<file path="src/rtl/hilo_muldiv_pkg.sv">
// Shared CPU definitions for the HI/LO multiply/divide unit.
// Holds the op encodings (also decoded by the control unit), the FSM state
// encoding and the iteration count used by the iterative datapath.
package hilo_muldiv_pkg;

    typedef enum logic [1:0] {
        OP_MULT  = 2'b00,
        OP_MULTU = 2'b01,
        OP_DIV   = 2'b10,
        OP_DIVU  = 2'b11
    } muldiv_op_e;

    typedef enum logic [1:0] {
        ST_IDLE = 2'b00,
        ST_CALC = 2'b01,
        ST_FIX  = 2'b10,
        ST_DONE = 2'b11
    } muldiv_state_e;

    // Counter is 6 bits so the value 32 (last iteration) is representable.
    localparam int CNT_W = 6;
    localparam logic [CNT_W-1:0] MULDIV_ITERS = 6'd32;

endpackage

</file>
<file path="src/rtl/hilo_muldiv.sv">
// Iterative multiply/divide unit producing the {HI, LO} pair.
//
// Ports:
//   clk                - rising-edge clock
//   rst                - synchronous active-high reset
//   start              - request an operation (only looked at in IDLE)
//   op                 - 00 MULT, 01 MULTU, 10 DIV, 11 DIVU
//   src_a / src_b      - multiplicand/dividend and multiplier/divisor
//   cancel             - flush: abort the operation without writing HI/LO
//   busy               - high whenever the FSM is not IDLE (stall request)
//   HI_LO_data         - {HI, LO}; product, or {remainder, quotient}
//   HI_LO_write_enable - one-cycle pulse in DONE marking HI_LO_data valid
//   div_by_zero        - set with the result when a divide had a zero divisor
//
// Timing: the accepting edge k enters CALC. The first CALC cycle (counter 0)
// loads operand magnitudes into the working register, then 32 cycles each
// perform one iteration (counter 1..32). FIX applies sign correction, and
// DONE is entered at edge k+34, so busy is high for 35 cycles.
module hilo_muldiv
    import hilo_muldiv_pkg::*;
#(
    parameter int WIDTH = 32
) (
    input  logic                 clk,
    input  logic                 rst,
    input  logic                 start,
    input  logic [1:0]           op,
    input  logic [WIDTH-1:0]     src_a,
    input  logic [WIDTH-1:0]     src_b,
    input  logic                 cancel,
    output logic                 busy,
    output logic [2*WIDTH-1:0]   HI_LO_data,
    output logic                 HI_LO_write_enable,
    output logic                 div_by_zero
);

    localparam int W2 = 2 * WIDTH;

    muldiv_state_e      state_q, state_d;
    logic [CNT_W-1:0]   cnt_q, cnt_d;
    muldiv_op_e         op_q, op_d;
    logic [WIDTH-1:0]   a_q, a_d;
    logic [WIDTH-1:0]   b_q, b_d;
    logic [WIDTH-1:0]   opnd_q, opnd_d;
    logic [W2-1:0]      acc_q, acc_d;
    logic [W2-1:0]      hi_lo_q, hi_lo_d;
    logic               dbz_q, dbz_d;

    logic               is_mul;
    logic               is_signed;
    logic               a_neg;
    logic               b_neg;
    logic [WIDTH-1:0]   a_mag;
    logic [WIDTH-1:0]   b_mag;
    logic [WIDTH:0]     add_x;
    logic [WIDTH:0]     add_y;
    logic               add_cin;
    logic [WIDTH+1:0]   add_sum;
    logic [W2-1:0]      iter_next;
    logic [W2-1:0]      fix_val;
    logic               fix_dbz;
    logic [WIDTH-1:0]   quo;
    logic [WIDTH-1:0]   rem;

    // Operand decode and magnitudes of the latched operands
    always_comb begin
        is_mul    = (op_q == OP_MULT) || (op_q == OP_MULTU);
        is_signed = (op_q == OP_MULT) || (op_q == OP_DIV);
        a_neg     = is_signed && a_q[WIDTH-1];
        b_neg     = is_signed && b_q[WIDTH-1];
        a_mag     = a_neg ? -a_q : a_q;
        b_mag     = b_neg ? -b_q : b_q;
    end

    // Single shared adder.
    // Multiply: HI + multiplicand, carry kept in bit WIDTH.
    // Divide:   (shifted remainder) - divisor; bit WIDTH+1 set means no borrow.
    always_comb begin
        if (is_mul) begin
            add_x   = {1'b0, acc_q[W2-1:WIDTH]};
            add_y   = {1'b0, opnd_q};
            add_cin = 1'b0;
        end else begin
            add_x   = acc_q[W2-1:WIDTH-1];
            add_y   = ~{1'b0, opnd_q};
            add_cin = 1'b1;
        end
        add_sum = {1'b0, add_x} + {1'b0, add_y} + {{(WIDTH+1){1'b0}}, add_cin};
    end

    // One iteration of shift-add multiply or restoring divide on acc_q
    always_comb begin
        if (is_mul) begin
            if (acc_q[0]) begin
                iter_next = {add_sum[WIDTH:0], acc_q[WIDTH-1:1]};
            end else begin
                iter_next = {1'b0, acc_q[W2-1:1]};
            end
        end else begin
            if (add_sum[WIDTH+1]) begin
                iter_next = {add_sum[WIDTH-1:0], acc_q[WIDTH-2:0], 1'b1};
            end else begin
                iter_next = {acc_q[W2-2:0], 1'b0};
            end
        end
    end

    // Sign correction and the zero-divisor override
    always_comb begin
        quo     = acc_q[WIDTH-1:0];
        rem     = acc_q[W2-1:WIDTH];
        fix_dbz = 1'b0;
        if (is_mul) begin
            fix_val = (a_neg ^ b_neg) ? -acc_q : acc_q;
        end else if (b_q == '0) begin
            fix_val = {a_q, {WIDTH{1'b1}}};
            fix_dbz = 1'b1;
        end else begin
            // MIN / -1 wraps naturally: negating 0x80000000 gives itself.
            fix_val = {(a_neg ? -rem : rem), ((a_neg ^ b_neg) ? -quo : quo)};
        end
    end

    // Next-state and datapath register updates
    always_comb begin
        state_d = state_q;
        cnt_d   = cnt_q;
        op_d    = op_q;
        a_d     = a_q;
        b_d     = b_q;
        opnd_d  = opnd_q;
        acc_d   = acc_q;
        hi_lo_d = hi_lo_q;
        dbz_d   = dbz_q;

        case (state_q)
            ST_IDLE: begin
                // cancel wins over start: a flushed instruction is not accepted
                if (start && !cancel) begin
                    state_d = ST_CALC;
                    cnt_d   = '0;
                    op_d    = muldiv_op_e'(op);
                    a_d     = src_a;
                    b_d     = src_b;
                    dbz_d   = 1'b0;
                end
            end
            ST_CALC: begin
                if (cancel) begin
                    state_d = ST_IDLE;
                    cnt_d   = '0;
                end else if (cnt_q == '0) begin
                    // Load phase: multiplier (or dividend) in LO, HI cleared
                    opnd_d = is_mul ? a_mag : b_mag;
                    acc_d  = {{WIDTH{1'b0}}, (is_mul ? b_mag : a_mag)};
                    cnt_d  = cnt_q + 1'b1;
                end else begin
                    acc_d = iter_next;
                    if (cnt_q == MULDIV_ITERS) begin
                        state_d = ST_FIX;
                        cnt_d   = '0;
                    end else begin
                        cnt_d = cnt_q + 1'b1;
                    end
                end
            end
            ST_FIX: begin
                if (cancel) begin
                    state_d = ST_IDLE;
                end else begin
                    state_d = ST_DONE;
                    hi_lo_d = fix_val;
                    dbz_d   = fix_dbz;
                end
            end
            ST_DONE: begin
                state_d = ST_IDLE;
            end
            default: begin
                state_d = ST_IDLE;
            end
        endcase
    end

    // Control and result registers
    always_ff @(posedge clk) begin
        if (rst) begin
            state_q <= ST_IDLE;
            cnt_q   <= '0;
            hi_lo_q <= '0;
            dbz_q   <= 1'b0;
        end else begin
            state_q <= state_d;
            cnt_q   <= cnt_d;
            hi_lo_q <= hi_lo_d;
            dbz_q   <= dbz_d;
        end
    end

    // Working datapath registers; only meaningful while an operation runs
    always_ff @(posedge clk) begin
        op_q   <= op_d;
        a_q    <= a_d;
        b_q    <= b_d;
        opnd_q <= opnd_d;
        acc_q  <= acc_d;
    end

    assign busy               = (state_q != ST_IDLE);
    // A flush arriving in DONE still suppresses the write
    assign HI_LO_write_enable = (state_q == ST_DONE) && !cancel;
    assign HI_LO_data         = hi_lo_q;
    assign div_by_zero        = dbz_q;

endmodule

</file>
<file path="config.mk">
export PLATFORM = sky130hd
export DESIGN_NAME = hilo_muldiv
export DESIGN_NICKNAME = d
export VERILOG_FILES = /design/src/rtl/hilo_muldiv_pkg.sv /design/src/rtl/hilo_muldiv.sv
export SDC_FILE = /design/constraint.sdc
export NUM_CORES = 1
export LEC_CHECK = 0
export BUFFER_PORTS_ARGS = -buffer_cell sky130_fd_sc_hd__buf_4
export CELL_PAD_IN_SITES_DETAIL_PLACEMENT = 1
export CELL_PAD_IN_SITES_GLOBAL_PLACEMENT = 2
export CORE_AREA = 5 5 202 204
export CTS_BUF_LIST = sky130_fd_sc_hd__clkbuf_8
export DETAILED_ROUTE_END_ITERATION = 8
export DIE_AREA = 0 0 207 209
export PLACE_DENSITY_LB_ADDON = 0.3
export SETUP_SLACK_MARGIN = 0.15
export SYNTH_ARGS = -nofsm -noshare
export SYNTH_HDL_FRONTEND = slang
export SYNTH_SLANG_ARGS = --single-unit
</file>
<file path="constraint.sdc">
create_clock -name clk -period 11.7 [get_ports clk]
set_input_delay 0.585 -clock clk [delete_from_list [all_inputs] [get_ports clk]]
set_output_delay 0.585 -clock clk [all_outputs]
set_load 0.01 [all_outputs]
</file>
==> results.toml <==
[placement]
postPlaceCellArea_mm2 = 0.0178
dp_hpwl_um = 45300
dp.cells = 2295
gp_congestion = 0.924
portBuffers = 136

[worst_setup_path]
end_kind = "flop"
critPathArrivalTime_ns = 5.59
setup.worst_path.start_class = "flop"
worstPathRequired_ns = 12.07
cp_max_fo = 186
path_class = "reg -> reg"

[cells_and_area]
syn_to_final_growth_pct = 13.8
stdcell_count = 2372
drive_above_1_share = 0.187
antenna_cells = 0
fin_nets = 1923
stdcell_area_mm2 = 0.0187

[die]
dieWidth_um = 207
die_area_mm2 = 0.0433
io_pins = 137
core_mm2 = 0.0391
initial_core_util = 0.421
rows = 73
die-height_um = 209

[synth]
synthSimpleGateAreaFrac = 0.154
yosysUniqueCellTypes = 83
synthTopCellsByCount = "nor2_1 (169), edfxtp_1 (162), a21oi_1 (135)"
synth_top_area_frac = 0.295
synth_mux_area_frac = 0.0960
yosys-top-cells-area = "edfxtp_1 (30%), dfxtp_1 (8.9%), xor2_1 (5.8%)"
ys_warn_count = 0
ys.flop_type = "edfxtp_1"
synthAdderAreaFrac = 0.0293
syn_inst = 1743
postSynthAreaPerCell_um2 = 9.45
synth_compound_area_frac = 0.188
synth.most_common_cell = "nor2_1"
syn-cell-area_mm2 = 0.0165
synth_xor_area_frac = 0.109
synth_top_family_by_area = "compound AO/OA/AOI/OAI gates"
async_reset_ff_frac = 0
synth_edf_count = 162
synthesis.nets = 1851
yosys.area.top_type = "edfxtp_1"
ys_seq_area_frac = 0.384
synth-seq-cells = 235

[clocking]
numCtsBuffers = 43
tritoncts = "built"
post_cts_buffers = 0
cts_resized = 0
clock_sinks = 235
clk_pin_slew_worst_paths_ns = 0.07
worstSkewPairLatency_ns = 0.63
cts_buffer_depth = 3
cts_hold_buf = 0
cts_root_buffer = "clkbuf_8"
htree_levels = 2

[pwr]
p_seq_frac = 0.436
p_int_w = 0.00154
power_leakage_nw = 6.80
p_sw_frac = 0.303
power.net_switching_w = 0.000671
vdd.ir_drop.worst_v = 0.0000970
power.density_mw_per_mm2 = 118
clkPwrFrac = 0.371
combPwrFrac = 0.193

[sta]
rsz0062_at_grt = "false"
slew_headroom = 0.164
fin_crit_ns = 5.22
fin_crit_sh = 0.446
final_hold_viol_count = 0
fin_worst_skew_ns = 0.0489
tightest_slew_ns = 1.24
max_freq_mhz = 192
fin_setup_tns_ns = 0
slew_violations = 0
setup_violations = 0

[global_routing]
grt_pass1_vias = 14428
grt.total_usage = 0.269
antenna_found_initial = 2
grt_pass1_wl_um = 90600
grt_max_degree = 187
grt_overflow = 0

[drt]
wl_um = 60300
initialDrtViolationCount = 1045
via_per_inst = 6.05
drc = 0
via_count = 14340
ant_nets = 0
dr.pass1.iters = 5
routedWlPerCell_um = 25.4

[outcome]
status = "complete, no violations"

[worst_hold_path]
hold_path_class = "in -> reg"

[job]
maxCapViolCount = 0
-- flip-flops by register name, indices dropped and copies added, names as in the netlist --
name and cells:
HI_LO_data 64, a_q 32, div_by_zero 1, cnt_q 6, op_q 2, acc_q 64
b_q 32, opnd_q 32, state_q 2
-- power groups by stage --
stage	Sequential, W	Combinational (W)	Clock, W
finish	0.000963	0.000428	0.000820
global route	0.000966	0.000463	0.000870
CTS	0.000962	0.000425	0.000838
detailed placement	0.000980	0.000423	0
global placement	0.000978	0.000414	0
floorplan	0.000963	0.000298	0
-- layout by cell type (no fill, tap or decap), drive strengths merged, types with 61 or more instances in the layout --
| cell | count |
|---|---|
| nor2 | 171 |
| edfxtp | 162 |
| buf | 159 |
| a21oi | 135 |
| o21ai | 113 |
| xor2 | 109 |
| nand2 | 109 |
| xnor2 | 96 |
| dfxtp | 73 |
| mux2 | 61 |
-- critical path: stages (launching register included) --
cell and delay, ns:
edfxtp_1 0.37, buf_12 0.69, buf_4 0.76, mux2_2 0.43, ha_1 0.38, a21oi_1 0.17
o21ai_0 0.19, nor3_1 0.27, a21bo_2 0.26, o211ai_1 0.33, nand2_1 0.09, buf_4 0.30
mux4_2 0.50
-- layout make-up --
type,count,area (µm²)
multi-input cells,1340,9530
inverters,36,135
fillers,4521,20400
clock buffers,51,702
flip-flops and latches,235,6330
repair buffers,159,1210
well taps,525,657
clock inverters,26,180
-- logic make-up after synthesis --
kind of cell             after synthesis
flip-flops                           235
multiplexers                         119
buffers and inverters                168
AND/OR/NAND/NOR                      495
AO/OA/AOI/OAI                        483
adder cells (fa/ha/maj)               38
XOR/XNOR                             205
-- worst paths after layout --
path | start | endpoint | slack, ns | depth (start not counted)
hold reg to reg | HI_LO_data[51] | HI_LO_data[51] | 0.45 | 2
setup reg to reg | op_q[1] | acc_q[0] | 6.48 | 12
setup / recovery | op_q[1] | acc_q[0] | 6.48 | 12
hold / removal | src_a[2] | a_q[2] | 0.13 | 1
-- per-layer routing --
layer  global-route usage  vias to the layer above  share of wire
li1                     -                     6634              -
met1                0.356                     7108           0.42
met2                0.433                      504           0.47
met3               0.0716                       92          0.083
met4               0.0807                        2          0.029
met5                    0                        -        0.00022
-- through the flow --
step | worst slack [ns] | util | hold slack, ns | power [W]
global route | 6.20 | 0.479 | 0.108 | 0.00230
finish | 6.48 | 0.479 | 0.131 | 0.00221
detailed placement | 6.59 | 0.457 | 0.449 | 0.00140
CTS | 6.57 | 0.479 | 0.0956 | 0.00223
floorplan | 5.02 | - | 0.471 | 0.00126
global placement | 6.68 | 0.457 | 0.448 | 0.00139
(Power assumes the default switching activity.)
